--- src/rtl/sd_spi_pkg.sv ---
// Shared constants and state encoding for the SPI-mode SD card responder.
package sd_spi_pkg;

    localparam logic [5:0] CMD0  = 6'd0;
    localparam logic [5:0] CMD8  = 6'd8;
    localparam logic [5:0] CMD17 = 6'd17;
    localparam logic [5:0] CMD41 = 6'd41;
    localparam logic [5:0] CMD55 = 6'd55;
    localparam logic [5:0] CMD58 = 6'd58;

    localparam logic [7:0] R1_IDLE    = 8'h01;
    localparam logic [7:0] R1_ILLEGAL = 8'h04;
    localparam logic [7:0] DATA_TOKEN = 8'hFE;

    // CCS=1: block addressing, powered up
    localparam logic [31:0] OCR = 32'hC0FF_8000;

    typedef enum logic [2:0] {
        S_IDLE,
        S_CMD,
        S_NCR,
        S_RESP,
        S_NAC,
        S_TOKEN,
        S_DATA,
        S_CRC
    } sd_state_t;

endpackage

--- src/rtl/sd_spi_responder_crc16.sv ---
// Byte-parallel CRC16-CCITT (poly 0x1021, init 0) with synchronous clear and enable.
module sd_crc16 (
    input  logic        clk,
    input  logic        rstn,
    input  logic        clr,
    input  logic        en,
    input  logic [7:0]  data,
    output logic [15:0] crc
);

    function automatic logic [15:0] crc_byte(input logic [15:0] c_in, input logic [7:0] d);
        logic [15:0] c;
        c = c_in;
        for (int unsigned i = 0; i < 8; i++) begin
            if (c[15] ^ d[7 - i])
                c = {c[14:0], 1'b0} ^ 16'h1021;
            else
                c = {c[14:0], 1'b0};
        end
        return c;
    endfunction

    // Accumulate one byte per enable; clear has priority
    always_ff @(posedge clk or negedge rstn) begin
        if (!rstn)
            crc <= '0;
        else if (clr)
            crc <= '0;
        else if (en)
            crc <= crc_byte(crc, data);
    end

endmodule

--- src/rtl/sd_spi_responder.sv ---
// SPI-mode SD card responder: decodes commands, answers R1/R3/R7 and serves CMD17 block reads.
module sd_spi_responder
    import sd_spi_pkg::*;
#(
    parameter int unsigned ADDR_W     = 32,
    parameter int unsigned INIT_POLLS = 2
) (
    input  logic              clk,
    input  logic              rstn,
    input  logic              sck,
    input  logic              cs_n,
    input  logic              mosi,
    output logic              miso,
    output logic              mem_rd,
    output logic [ADDR_W-1:0] mem_addr,
    input  logic [7:0]        mem_rdata,
    output logic              in_idle
);

    localparam logic [7:0] POLL_LIM = 8'(INIT_POLLS);

    logic [2:0]        sck_q;
    logic [1:0]        cs_q;
    logic [1:0]        mosi_q;
    logic              sck_rise, sck_fall, cs_hi, mosi_b;

    sd_state_t         state;
    logic [2:0]        bit_cnt;
    logic [5:0]        cmd_cnt;
    logic [37:0]       cmd_sr;
    logic [9:0]        byte_cnt;
    logic [39:0]       resp_sr;
    logic              resp_long;
    logic              rd_go;
    logic [ADDR_W-1:0] base;
    logic [7:0]        tx_sr;
    logic [7:0]        pf;
    logic              rd_q;
    logic [7:0]        polls;
    logic              app_flag;

    logic [5:0]        cmd_idx;
    logic [31:0]       cmd_arg;
    logic [7:0]        r1;
    logic [39:0]       d_resp;
    logic              d_long, d_rd, d_idle, d_app;
    logic [7:0]        d_polls;
    logic [7:0]        tx_next;
    logic [15:0]       crc;
    logic              crc_clr, crc_en;

    // Two-flop synchronisers; the third sck flop provides edge detection
    always_ff @(posedge clk or negedge rstn) begin
        if (!rstn) begin
            sck_q  <= '0;
            cs_q   <= '1;
            mosi_q <= '1;
        end else begin
            sck_q  <= {sck_q[1:0], sck};
            cs_q   <= {cs_q[0], cs_n};
            mosi_q <= {mosi_q[0], mosi};
        end
    end

    assign sck_rise = sck_q[1] & ~sck_q[2];
    assign sck_fall = ~sck_q[1] & sck_q[2];
    assign cs_hi    = cs_q[1];
    assign mosi_b   = mosi_q[1];

    // Only index and argument are retained from the frame; CRC7 and stop bit are ignored
    assign cmd_idx = cmd_sr[37:32];
    assign cmd_arg = cmd_sr[31:0];

    // Command decode: response bytes and next persistent card state
    always_comb begin
        r1      = {7'b0, in_idle};
        d_resp  = {r1 | R1_ILLEGAL, 32'hFFFF_FFFF};
        d_long  = 1'b0;
        d_rd    = 1'b0;
        d_idle  = in_idle;
        d_polls = polls;
        d_app   = 1'b0;
        case (cmd_idx)
            CMD0: begin
                d_idle         = 1'b1;
                d_polls        = '0;
                d_resp[39:32]  = R1_IDLE;
            end
            CMD8: begin
                d_resp = {r1, 16'h0000, 4'h0, cmd_arg[11:8], cmd_arg[7:0]};
                d_long = 1'b1;
            end
            CMD55: begin
                d_app         = 1'b1;
                d_resp[39:32] = r1;
            end
            CMD41: begin
                if (app_flag) begin
                    if (polls < POLL_LIM) begin
                        d_polls       = polls + 8'd1;
                        d_resp[39:32] = R1_IDLE;
                    end else begin
                        d_idle        = 1'b0;
                        d_resp[39:32] = 8'h00;
                    end
                end
            end
            CMD58: begin
                d_resp = {r1, OCR};
                d_long = 1'b1;
            end
            CMD17: begin
                if (in_idle) begin
                    d_resp[39:32] = R1_IDLE | R1_ILLEGAL;
                end else begin
                    d_resp[39:32] = 8'h00;
                    d_rd          = 1'b1;
                end
            end
            default: ;
        endcase
    end

    // Byte to load into the shifter at the start of the next byte slot
    always_comb begin
        tx_next = 8'hFF;
        case (state)
            S_RESP:  tx_next = resp_sr[39:32];
            S_TOKEN: tx_next = DATA_TOKEN;
            S_DATA:  tx_next = pf;
            S_CRC:   tx_next = byte_cnt[0] ? crc[7:0] : crc[15:8];
            default: tx_next = 8'hFF;
        endcase
    end

    assign crc_clr = (state == S_NAC);
    assign crc_en  = (state == S_DATA) && sck_fall && (bit_cnt == 3'd0) && !cs_hi;

    sd_crc16 u_crc (
        .clk  (clk),
        .rstn (rstn),
        .clr  (crc_clr),
        .en   (crc_en),
        .data (pf),
        .crc  (crc)
    );

    // Protocol FSM: command capture on rising SCK, response/data shifting on falling SCK
    always_ff @(posedge clk or negedge rstn) begin
        if (!rstn) begin
            state     <= S_IDLE;
            bit_cnt   <= '0;
            cmd_cnt   <= '0;
            cmd_sr    <= '0;
            byte_cnt  <= '0;
            resp_sr   <= '1;
            resp_long <= 1'b0;
            rd_go     <= 1'b0;
            base      <= '0;
            tx_sr     <= '1;
            pf        <= '0;
            rd_q      <= 1'b0;
            polls     <= '0;
            app_flag  <= 1'b0;
            in_idle   <= 1'b1;
            miso      <= 1'b1;
            mem_rd    <= 1'b0;
            mem_addr  <= '0;
        end else if (cs_hi) begin
            state     <= S_IDLE;
            bit_cnt   <= '0;
            cmd_cnt   <= '0;
            byte_cnt  <= '0;
            resp_long <= 1'b0;
            rd_go     <= 1'b0;
            rd_q      <= 1'b0;
            miso      <= 1'b1;
            mem_rd    <= 1'b0;
        end else begin
            mem_rd <= 1'b0;
            rd_q   <= mem_rd;
            if (rd_q)
                pf <= mem_rdata;
            case (state)
                S_IDLE: begin
                    if (sck_fall)
                        miso <= 1'b1;
                    if (sck_rise && !mosi_b) begin
                        state   <= S_CMD;
                        cmd_cnt <= 6'd1;
                    end
                end
                S_CMD: begin
                    if (sck_rise) begin
                        // frame bits 2..39 carry the index and argument
                        if (cmd_cnt >= 6'd2 && cmd_cnt <= 6'd39)
                            cmd_sr <= {cmd_sr[36:0], mosi_b};
                        cmd_cnt <= cmd_cnt + 6'd1;
                        if (cmd_cnt == 6'd47) begin
                            state     <= S_NCR;
                            bit_cnt   <= '0;
                            byte_cnt  <= '0;
                            resp_sr   <= d_resp;
                            resp_long <= d_long;
                            rd_go     <= d_rd;
                            in_idle   <= d_idle;
                            polls     <= d_polls;
                            app_flag  <= d_app;
                            if (d_rd)
                                base <= ADDR_W'({cmd_arg, 9'b0});
                        end
                    end
                end
                default: begin
                    if (sck_fall) begin
                        if (bit_cnt == 3'd0) begin
                            miso  <= tx_next[7];
                            tx_sr <= {tx_next[6:0], 1'b1};
                            if (state == S_RESP)
                                resp_sr <= {resp_sr[31:0], 8'hFF};
                            // prefetch the following byte while this one shifts out
                            if (state == S_DATA && byte_cnt != 10'd511) begin
                                mem_rd   <= 1'b1;
                                mem_addr <= base + ADDR_W'(byte_cnt) + ADDR_W'(1);
                            end
                        end else begin
                            miso  <= tx_sr[7];
                            tx_sr <= {tx_sr[6:0], 1'b1};
                        end
                        bit_cnt <= bit_cnt + 3'd1;
                        if (bit_cnt == 3'd7) begin
                            byte_cnt <= byte_cnt + 10'd1;
                            case (state)
                                S_NCR: begin
                                    state    <= S_RESP;
                                    byte_cnt <= '0;
                                end
                                S_RESP: begin
                                    if (!resp_long || byte_cnt == 10'd4) begin
                                        byte_cnt <= '0;
                                        state    <= rd_go ? S_NAC : S_IDLE;
                                    end
                                end
                                S_NAC: begin
                                    state    <= S_TOKEN;
                                    byte_cnt <= '0;
                                    mem_rd   <= 1'b1;
                                    mem_addr <= base;
                                end
                                S_TOKEN: begin
                                    state    <= S_DATA;
                                    byte_cnt <= '0;
                                end
                                S_DATA: begin
                                    if (byte_cnt == 10'd511) begin
                                        state    <= S_CRC;
                                        byte_cnt <= '0;
                                    end
                                end
                                S_CRC: begin
                                    if (byte_cnt == 10'd1) begin
                                        state    <= S_IDLE;
                                        byte_cnt <= '0;
                                        rd_go    <= 1'b0;
                                    end
                                end
                                default: state <= S_IDLE;
                            endcase
                        end
                    end
                end
            endcase
        end
    end

endmodule

--- config.mk ---
export PLATFORM = sky130hd
export DESIGN_NAME = sd_spi_responder
export DESIGN_NICKNAME = d
export VERILOG_FILES = /design/src/rtl/sd_spi_pkg.sv /design/src/rtl/sd_spi_responder_crc16.sv /design/src/rtl/sd_spi_responder.sv
export SDC_FILE = /design/constraint.sdc
export NUM_CORES = 1
export LEC_CHECK = 0
export ABC_AREA = 1
export CAP_MARGIN = 40
export CORE_MARGIN = 2
export CORE_UTILIZATION = 60
export DETAILED_ROUTE_END_ITERATION = 7
export PLACE_DENSITY = 0.83
export SLEW_MARGIN = 20
export SYNTH_ARGS = -nofsm -noshare
export SYNTH_HDL_FRONTEND = slang
export SYNTH_HIERARCHICAL = 1
export SYNTH_SLANG_ARGS = --single-unit
export TNS_END_PERCENT = 1
--- constraint.sdc ---
create_clock -name clk -period 2.2 [get_ports clk]
set_input_delay 0.44 -clock clk [delete_from_list [all_inputs] [get_ports clk]]
set_output_delay 0.44 -clock clk [all_outputs]
set_load 0.05 [all_outputs]
==> results of run 1 <==
[layout by cell type (no fill, tap or decap), drive strengths merged, types with 13 or more instances in the layout]
cell type      instances
nand2                434
dfrtp                155
inv                  153
o21ai                151
nand3                 93
nor2                  84
dfstp                 53
clkdlybuf4s50         42
a21oi                 39
clkbuf                32
buf                   28
nand4                 24
xor2                  16
nor3                  13
[metal layers]
layer | routed length, microns | share of wire | up-vias
met2 | 11500 | 0.46 | 296
met1 | 11200 | 0.45 | 4286
met3 | 1480 | 0.060 | 47
met5 | 0 | 0 | -
li1 | - | - | 4405
met4 | 564 | 0.023 | 0
[kinds of logic after synthesis]
logic type      count (synthesis)
fa+ha+maj                      10
xor+xnor                       21
simple gates                  669
flops                         208
compound gates                218
mux                             8
buf+inv                       202
[through the flow]
step / hold WS (ns) / area (sq um)
2_1_floorplan: 0.144 / 10700
3_3_place_gp: 0.334 / 11400
3_5_place_dp: 0.335 / 11400
4_1_cts: 0.313 / 12200
5_1_grt: 0.312 / 12200
6_report: 0.329 / 12200
[cell type report]
type | count | area [sq um]
multi-input combinational | 926 | 4550
timing repair buffer | 76 | 772
clock inverter | 11 | 82.6
clock buffer | 31 | 656
fill | 1388 | 5160
sequential | 208 | 5270
tap | 225 | 282
inverter | 153 | 579
[flip-flops by register name (all words and copies together) (netlist names), 8 cells and up]
signal     cells
resp_sr       40
cmd_sr        38
u_crc/crc     16
polls          8
pf             8
byte_cnt      10
mem_addr      32
base          23
[power groups by stage]
stage | sequential (mW) | combinational (mW) | clock, mW
after floorplan | 4.82 | 1.29 | 0
after global placement | 4.92 | 1.64 | 0
after detailed placement | 4.94 | 1.69 | 0
after CTS | 4.88 | 1.72 | 3.79
after global routing | 4.95 | 1.94 | 3.96
final | 4.90 | 1.73 | 3.74
[final timing paths]
| check | to | from | depth (start not counted) |
|---|---|---|---|
| setup / recovery | mem_addr[22] | mem_addr[22] | 1 |
| hold / removal | cs_q[0] | cs_n | 1 |
| setup reg to reg | mem_addr[28] | bit_cnt[0] | 8 |
| hold reg to reg | sck_q[1] | sck_q[0] | 0 |
| max in group asynchronous | resp_sr[5] | rstn | 3 |
| min in group asynchronous | u_crc/crc[9] | rstn | 2 |
[repair_timing]
item / 4_1_cts / 5_1_grt
hold buffers: 1 / 0
setup buffers: 0 / 1
resized for setup: 2 / 6
gates cloned: 0 / 0
endpoints found under the setup margin: 2 / 23
pin swaps: 0 / 1
endpoints found under the hold margin: 22 / 0
==> flow_summary_export.csv, run 1 <==
group,metric,value,unit
place,io_buffers,47,
routing,ant_nets,0,
worst_setup_path,cp.required,1.76,ns
min_path,hold_path.class,"in -> reg",
place,dpl.hpwl,17400,microns
synthesis,ys.flop_type,"dfrtp_1",
timing,setup_viol,0,
floorplan,start_util,0.616,
power_and_ir_drop,comb_power_share,0.167,
power_and_ir_drop,seq_power_share,0.472,
synthesis,synth_compound_area_frac,0.119,
routing,first_pass_iters,5,
synthesis,synth_area_leaders,"dfrtp_1 (36%), nand2_1 (15%), dfstp_2 (13%)",
routing,routed_via_density,5.54,
run_status,status,"finished, final reports clean",
cells_and_area,antenna_cells,0,
power_and_ir_drop,power.total,10.4,mW
synthesis,synthAdderAreaFrac,0.0117,
power_and_ir_drop,clkPwrFrac,0.361,
routing,vias,9034,
clock_tree,htree_levels,1,
worst_setup_path,worstSetupStartpointType,"flip-flop",
global_route,grt_pass1_wl,40500,microns
timing,finalHoldViolCount,0,
worst_setup_path,cp_max_fo,2,
timing,fin_crit,2.14,ns
synthesis,synth_commonest_cells,"nand2_1 (426), dfrtp_1 (155), inv_1 (145)",
synthesis,netlist_area,10700,sq um
clock_tree,cts_sinks,208,
timing,worst_pin_slew,0.523,ns
timing,max_freq,468,MHz
cells_and_area,utilization,0.703,
synthesis,yosys.area.top_type,"dfrtp_1",
timing,setup_tns,0,ns
timing,relSlewSlack,0.650,
clock_tree,tritoncts,"yes",
clock_tree,cts_buffers,23,
global_route,gr-total-overflow,0,
power_and_ir_drop,p_int,7.38,mW
synthesis,synthesis.nets,1359,
synthesis,post_synth_mux_area_share,0.00843,
worst_setup_path,arrival,1.70,ns
power_and_ir_drop,ir_worst_vdd,0.695,mV
cells_and_area,nets,1411,
timing,clock_skew,0.0156,ns
global_route,grt_use_total,0.267,
worst_setup_path,critPathTopFamily,"buffers and inverters",
cells_and_area,drive_above_1_share,0.142,
power_and_ir_drop,switchingPower,2.99,mW
worst_setup_path,path_cells,"clkdlybuf4s50_1",
clock_tree,clkSlewWorstSetupHoldPaths,0.06,ns
global_route,grt_busiest_layer,"met2",
worst_setup_path,slowest_delay,0.83,ns
timing,setup_ws,0.0636,ns
synthesis,ys_async_sr_fraction,1.00,
global_route,grt_max_degree,77,
worst_setup_path,worst-setup-path-type,"reg -> out",
synthesis,ys_ff_latch,208,
routing,wl_per_cell,15.2,microns
routing,wirelength,24700,microns
power_and_ir_drop,power_leakage,5.78,nW
synthesis,yosysWarningCount,6,
cells_and_area,stdcell_count,1630,
global_route,antenna_found_initial,0,
timing,maxSlewViolCount,0,
global_route,gr-usage-met1,0.389,
global_route,globalRouteMet2Util,0.418,
worst_setup_path,crit_buf_inv,1,
clock_tree,cts.path.max_buffers,3,
flow_run,drv_cap,0,
clock_tree,clk_latency,0.52,ns
place,dp_slack,0.0516,ns
global_route,met3_usage,0.0375,
power_and_ir_drop,powerDensity,850,nW/um^2
floorplan,die_w,137,microns
floorplan,placementRows,48,
floorplan,ios,48,
timing,rsz0062_at_grt,"false",
synthesis,yosys.area_share.simple,0.267,
routing,drc,0,
synthesis,yosysMostFrequentCell,"nand2_1",
floorplan,die_y,137,microns
synthesis,synth_top_family_by_area,"simple AND/OR/NAND/NOR gates",
worst_setup_path,reg2reg_slack,0.12,ns
routing,drt_iter0_markers,673,
floorplan,core-area,17400,sq um
place,gp_congestion,0.903,
clock_tree,cts_root_buffer,"clkbuf_16",
timing,finalCritPeriodShare,0.971,
synthesis,yosysSeqAreaShare,0.493,
floorplan,die_area,18900,sq um
global_route,grt_pass1_vias,8333,
power_and_ir_drop,p_sw_frac,0.288,
synthesis,synth_top_cell_area_share,0.363,
worst_setup_path,worst_setup_path_end_kind,"output port",
synthesis,synthCells,1336,
synthesis,synth-xor-area-share,0.0172,
cells_and_area,area_growth_syn_to_layout,14.1,%
place,dp_cells,1586,
synthesis,syn_avg_cell_area,8.00,sq um
synthesis,synth_cell_types,46,
worst_setup_path,worst_path_max_delay_cell,"clkdlybuf4s50_1",
synthesis,synth_edf_count,0,
(Power assumes the default switching activity.)
==> run 2: changes to the inputs <==
CORE_UTILIZATION = 25   (was 60)
PLACE_DENSITY = 0.44   (was 0.83)
==> run 2 against run 1 <==
Cell count grew 20%. Clock skew is 0.010 ns higher. Register-to-register slack gained 0.09 ns. Highest routed layer unchanged. Sequential power hardly changed. First-iteration DRC count fell by 7.4%. Clock power rose by 5.6%. Sequential share of layout area fell by 1.8 points. Worst hold slack got worse by 0.00090 ns. Die area up 140%. Critical path depth stayed put.
==> flow_summary_export.csv, run 2 (synthesized netlist as in run 1, its figures left out) <==
group,metric,value,unit
floorplan,die_w,211,microns
worst_setup_path,worst_path_max_delay_cell,"clkdlybuf4s50_1",
worst_setup_path,critPathTopFamily,"buffers and inverters",
cells_and_area,final_cell_mix,"nand2_1 (426), dfrtp_1 (155), inv_1 (145), o21ai_0 (97), nand3_1 (90)",
run_status,status,"finished, final reports clean",
global_route,grt_use_total,0.130,
floorplan,die_y,211,microns
place,dpl.hpwl,19900,microns
place,dp_slack,0.197,ns
worst_setup_path,worstSetupStartpointType,"flip-flop",
routing,ant_nets,0,
place,gp_congestion,0.877,
worst_setup_path,arrival,1.71,ns
cells_and_area,nets,1424,
power_and_ir_drop,ir_worst_vdd,0.509,mV
clock_tree,cts_sinks,208,
power_and_ir_drop,p_int,7.47,mW
global_route,grt_pass1_vias,8605,
clock_tree,cts_root_buffer,"clkbuf_16",
worst_setup_path,cp_max_fo,2,
worst_setup_path,cp.required,1.76,ns
timing,relSlewSlack,0.647,
timing,worst_pin_slew,0.531,ns
cells_and_area,multi_input_area,4540,sq um
routing,drc,0,
clock_tree,clk_latency,0.55,ns
cells_and_area,top_register,"resp_sr",
routing,routed_via_density,4.45,
global_route,gr-total-overflow,0,
timing,fin_crit,2.15,ns
power_and_ir_drop,p_sw_frac,0.295,
power_and_ir_drop,power.total,10.6,mW
routing,first_pass_iters,5,
power_and_ir_drop,powerDensity,833,nW/um^2
power_and_ir_drop,comb_power_share,0.166,
worst_setup_path,crit_buf_inv,1,
worst_setup_path,worst-setup-path-type,"reg -> out",
min_path,min_from,"cs_n",
min_path,min_delay_path_depth,1,
cells_and_area,top_regs,"resp_sr x40, cmd_sr x38, mem_addr x32",
timing,clock_skew,0.0259,ns
routing,vias,8713,
floorplan,placementRows,75,
cells_and_area,antenna_cells,0,
timing,setup_tns,0,ns
power_and_ir_drop,seq_power_share,0.461,
timing,finalHoldViolCount,0,
power_and_ir_drop,power_leakage,6.06,nW
clock_tree,cts.path.max_buffers,3,
cells_and_area,largest_register_ffs,40,
global_route,grt_max_degree,52,
worst_setup_path,rr_worst_depth,11,
min_path,min_to,"cs_q[0]",
worst_setup_path,reg2reg_slack,0.21,ns
global_route,grt_pass1_wl,46600,microns
worst_setup_path,setup.worst_path.start,"mem_addr[29]",
timing,fin_hold_ws,0.328,ns
power_and_ir_drop,clkPwrFrac,0.373,
floorplan,ios,48,
global_route,antenna_found_initial,0,
routing,wl_per_cell,14.2,microns
floorplan,start_util,0.254,
place,io_buffers,47,
timing,max_freq,466,MHz
timing,setup_viol,0,
routing,drt_iter0_markers,623,
clock_tree,clkSlewWorstSetupHoldPaths,0.06,ns
clock_tree,tritoncts,"yes",
cells_and_area,final_common_cell,"nand2_1",
timing,maxSlewViolCount,0,
timing,finalCritPeriodShare,0.976,
routing,wirelength,27800,microns
timing,setup_ws,0.0527,ns
min_path,hold_path.class,"in -> reg",
worst_setup_path,worstReg2RegEnd,"mem_addr[20]",
power_and_ir_drop,switchingPower,3.12,mW
worst_setup_path,slowest_delay,0.81,ns
cells_and_area,n_fill_cell,4496,
timing,rsz0062_at_grt,"true",
clock_tree,cts_buffers,26,
cells_and_area,seq_area,5270,sq um
cells_and_area,area_growth_syn_to_layout,19.0,%
cells_and_area,drive_above_1_share,0.146,
clock_tree,htree_levels,1,
flow_run,drv_cap,0,
floorplan,die_area,44400,sq um
floorplan,core-area,42000,sq um
worst_setup_path,path_cells,"clkdlybuf4s50_1",
worst_setup_path,reg2reg_from,"bit_cnt[0]",
worst_setup_path,worst_setup_path_end_kind,"output port",
run 2: changes by cell type in the layout (fill, tap and decap cells not counted), moves of 4 or more:
| cell | delta |
|---|---|
| clkinv_2 | -4 |
| dlymetal6s2s_1 | +11 |
| clkbuf_8 | -4 |
| clkbuf_1 | +10 |
| dlygate4sd2_1 | +6 |
| buf_4 | +11 |
| clkdlybuf4s50_1 | -19 |
run 2: through the flow:
step | cells | area, sq um | utilization
5_1_grt | 1960 | 12700 | 0.303
4_1_cts | 1960 | 12700 | 0.302
3_3_place_gp | 1911 | 11900 | 0.283
6_report | 1960 | 12700 | 0.303
3_5_place_dp | 1911 | 11900 | 0.283
2_1_floorplan | 1336 | 10700 | -
run 2: how the worst max path moves through the flow:
stage | to | cells past startpoint
3_3_place_gp | mem_addr[8] | 6
3_5_place_dp | resp_sr[2] | 10
2_1_floorplan | byte_cnt[0] | 9
6_report | mem_addr[29] | 1
5_1_grt | u_crc/crc[9] | 8
4_1_cts | mem_addr[14] | 1
run 2: timing repair:
action | CTS | global route
setup buffers | 0 | 0
gates resized for setup | 8 | 15
hold buffers | 1 | 0
hold endpoints to repair | 25 | 0
endpoints found under the setup margin | 8 | 24
run 2: routing by layer:
layer | share of wire | GRT usage | up-vias | routed length [microns]
met1 | 0.49 | 0.183 | 4147 | 13700
li1 | - | - | 4423 | -
met5 | 0 | 0 | - | 0
met4 | 0.019 | 0.0350 | 0 | 541
met3 | 0.036 | 0.0184 | 30 | 1000
met2 | 0.45 | 0.208 | 113 | 12500
run 2: final cells by class:
cell class,count,share of cell area
timing repair buffer,86,0.0689
clock inverter,7,0.00403
clock buffer,41,0.0572
sequential,208,0.414
multi-input combinational,926,0.357
inverter,153,0.0457
tap,539,0.0530
run 2: power groups by stage:
stage | Sequential, mW | Combinational [mW] | Clock [mW]
after floorplan | 4.82 | 1.29 | 0
after global placement | 4.95 | 1.76 | 0
after detailed placement | 4.95 | 1.77 | 0
after CTS | 4.89 | 1.78 | 4.12
after global routing | 4.95 | 2.05 | 4.27
final | 4.89 | 1.75 | 3.95
==> run 3: changes to the inputs <==
--- a/config.mk
+++ b/config.mk
@@ -10,4 +10,5 @@
 export CORE_MARGIN = 2
 export CORE_UTILIZATION = 25
+export CTS_CLUSTER_SIZE = 10
 export DETAILED_ROUTE_END_ITERATION = 7
 export PLACE_DENSITY = 0.44
==> constraint.sdc (replaced) <==
create_clock -name clk -period 2.1 [get_ports clk]
set_input_delay 0.42 -clock clk [delete_from_list [all_inputs] [get_ports clk]]
set_output_delay 0.42 -clock clk [all_outputs]
set_load 0.1 [all_outputs]
==> run 3 against run 2 <==
Global-route usage up 0.12 points. Register-to-register slack worse by 0.04 ns. Via count down 0.28%. Clock-buffer cell count up 4. Sequential share of layout area down 0.32 points. Final area up 0.77%. Die area unchanged. Clock skew down 0.012 ns. Total power up 8.4%. Largest cell class unchanged.
==> flow_summary_export.csv, run 3 (synthesized netlist as in run 1, its figures left out) <==
group,metric,value,unit
routing,first_pass_iters,5,
clock_tree,cts.path.max_buffers,3,
worst_setup_path,worst_setup_path_end_kind,"flip-flop",
power_and_ir_drop,ir_worst_vdd,0.558,mV
run_status,status,"finished, final reports clean",
cells_and_area,n_fill_cell,4504,
timing,fin_hold_ws,0.291,ns
worst_setup_path,arrival,2.36,ns
cells_and_area,nets,1431,
routing,drc,0,
cells_and_area,top_regs,"resp_sr x40, cmd_sr x38, mem_addr x32",
cells_and_area,largest_register_ffs,40,
routing,wl_met3,886,microns
clock_tree,tritoncts,"yes",
power_and_ir_drop,power_leakage,5.94,nW
cells_and_area,seq_area,5270,sq um
cells_and_area,stdcell_area,12800,sq um
timing,relSlewSlack,0.665,
global_route,grt_pass1_wl,47000,microns
global_route,grt_pass1_vias,8797,
timing,finalHoldViolCount,0,
timing,finalCritPeriodShare,0.921,
place,io_buffers,47,
cells_and_area,final_cell_mix,"nand2_1 (426), dfrtp_1 (155), inv_1 (145), o21ai_0 (97), nand3_1 (88)",
worst_setup_path,worst-setup-path-type,"reg -> reg",
global_route,grt_max_degree,77,
cells_and_area,final_common_cell,"nand2_1",
timing,fin_crit,1.93,ns
global_route,antenna_found_initial,0,
floorplan,die_y,211,microns
timing,clock_skew,0.0137,ns
global_route,gr-total-overflow,0,
routing,wirelength,28200,microns
timing,worst_pin_slew,0.502,ns
cells_and_area,drive_above_1_share,0.176,
routing,wl_met1,13800,microns
floorplan,die_w,211,microns
worst_setup_path,cp_max_fo,46,
cells_and_area,stdcell_count,1968,
worst_setup_path,cp.required,2.53,ns
clock_tree,htree_levels,1,
timing,rsz0062_at_grt,"true",
worst_setup_path,worstSetupStartpointType,"flip-flop",
timing,setup_viol,0,
timing,maxSlewViolCount,0,
routing,wl_per_cell,14.3,microns
routing,routed.top_layer,"met4",
clock_tree,clkSlewWorstSetupHoldPaths,0.06,ns
cells_and_area,antenna_cells,0,
routing,routed_via_density,4.42,
global_route,grt_use_total,0.131,
place,dp_slack,0.0621,ns
clock_tree,cts_buffers,27,
cells_and_area,area_growth_syn_to_layout,19.9,%
routing,dr_wl_met2,12900,microns
floorplan,placementRows,75,
flow_run,drv_cap,0,
min_path,min_from,"cs_n",
floorplan,ios,48,
routing,vias,8689,
power_and_ir_drop,power.total,11.5,mW
timing,max_freq,517,MHz
clock_tree,cts_sinks,208,
min_path,hold_path.class,"in -> reg",
worst_setup_path,setup.worst_path.start,"state[2]",
place,dp_cells,1915,
routing,ant_nets,0,
place,postPlaceCellArea,11900,sq um
clock_tree,cts_root_buffer,"clkbuf_16",
timing,setup_ws,0.166,ns
cells_and_area,multi_input_area,4560,sq um
clock_tree,clk_latency,0.54,ns
power_and_ir_drop,powerDensity,896,nW/um^2
place,dpl.hpwl,20100,microns
floorplan,core-area,42000,sq um
floorplan,die_area,44400,sq um
floorplan,start_util,0.254,
place,gp_congestion,0.835,
routing,drt_iter0_markers,620,
worst_setup_path,reg2reg_from,"state[2]",
cells_and_area,top_register,"resp_sr",
run 3: where the power goes:
group | switching, mW | internal, mW | total, mW
clock network | 1.78 | 2.68 | 4.46
registers | 0.306 | 4.81 | 5.11
logic | 1.24 | 0.673 | 1.91
total | 3.32 | 8.16 | 11.5
run 3: metal layers:
metal  GRT usage  vias to the layer above
li1            -                     4446
met1       0.180                     4085
met2       0.214                      123
met3      0.0187                       35
met4      0.0396                        0
met5           0                        -
run 3: final cells by class:
cell class	count	share of cell area
sequential	208	0.411
multi-input combinational	926	0.356
timing repair buffer	92	0.0685
clock buffer	45	0.0619
tap	539	0.0526
inverter	153	0.0454
clock inverter	5	0.00439
run 3: path summary, 6_finish.rpt:
kind                             to  slack (ns)  cells past startpoint
max in group asynchronous  tx_sr[3]        1.02                      3
max                        base[12]        0.17                     10
min in group asynchronous  sck_q[0]        0.41                      2
min                         cs_q[0]        0.29                      1
max reg2reg                base[12]        0.17                     10
min reg2reg                 cs_q[1]        0.36                      0
run 3: what timing repair did:
| action | CTS | global route |
|---|---|---|
| hold buffers | 1 | 0 |
| hold endpoints to repair | 28 | 0 |
| buffers inserted | 0 | 2 |
| setup endpoints to repair | 0 | 41 |
| resized for setup | 0 | 7 |
run 3: metrics by stage:
| step | util | TNS, ns |
|---|---|---|
| final | 0.305 | 0 |
| after global placement | 0.283 | 0 |
| after floorplan | - | 0 |
| after global routing | 0.305 | -0.00112 |
| after detailed placement | 0.283 | 0 |
| after CTS | 0.303 | 0 |
run 3: critical path, cell delays in order, from the launching register on:
cell and delay (ns):
dfrtp_1 0.41, inv_4 0.10, nand2_2 0.08, nor2_4 0.11
nand2_2 0.12, nor2_4 0.17, nand2_1 0.14, or2_2 0.32
buf_12 0.20, nand2_1 0.10, o21ai_2 0.05
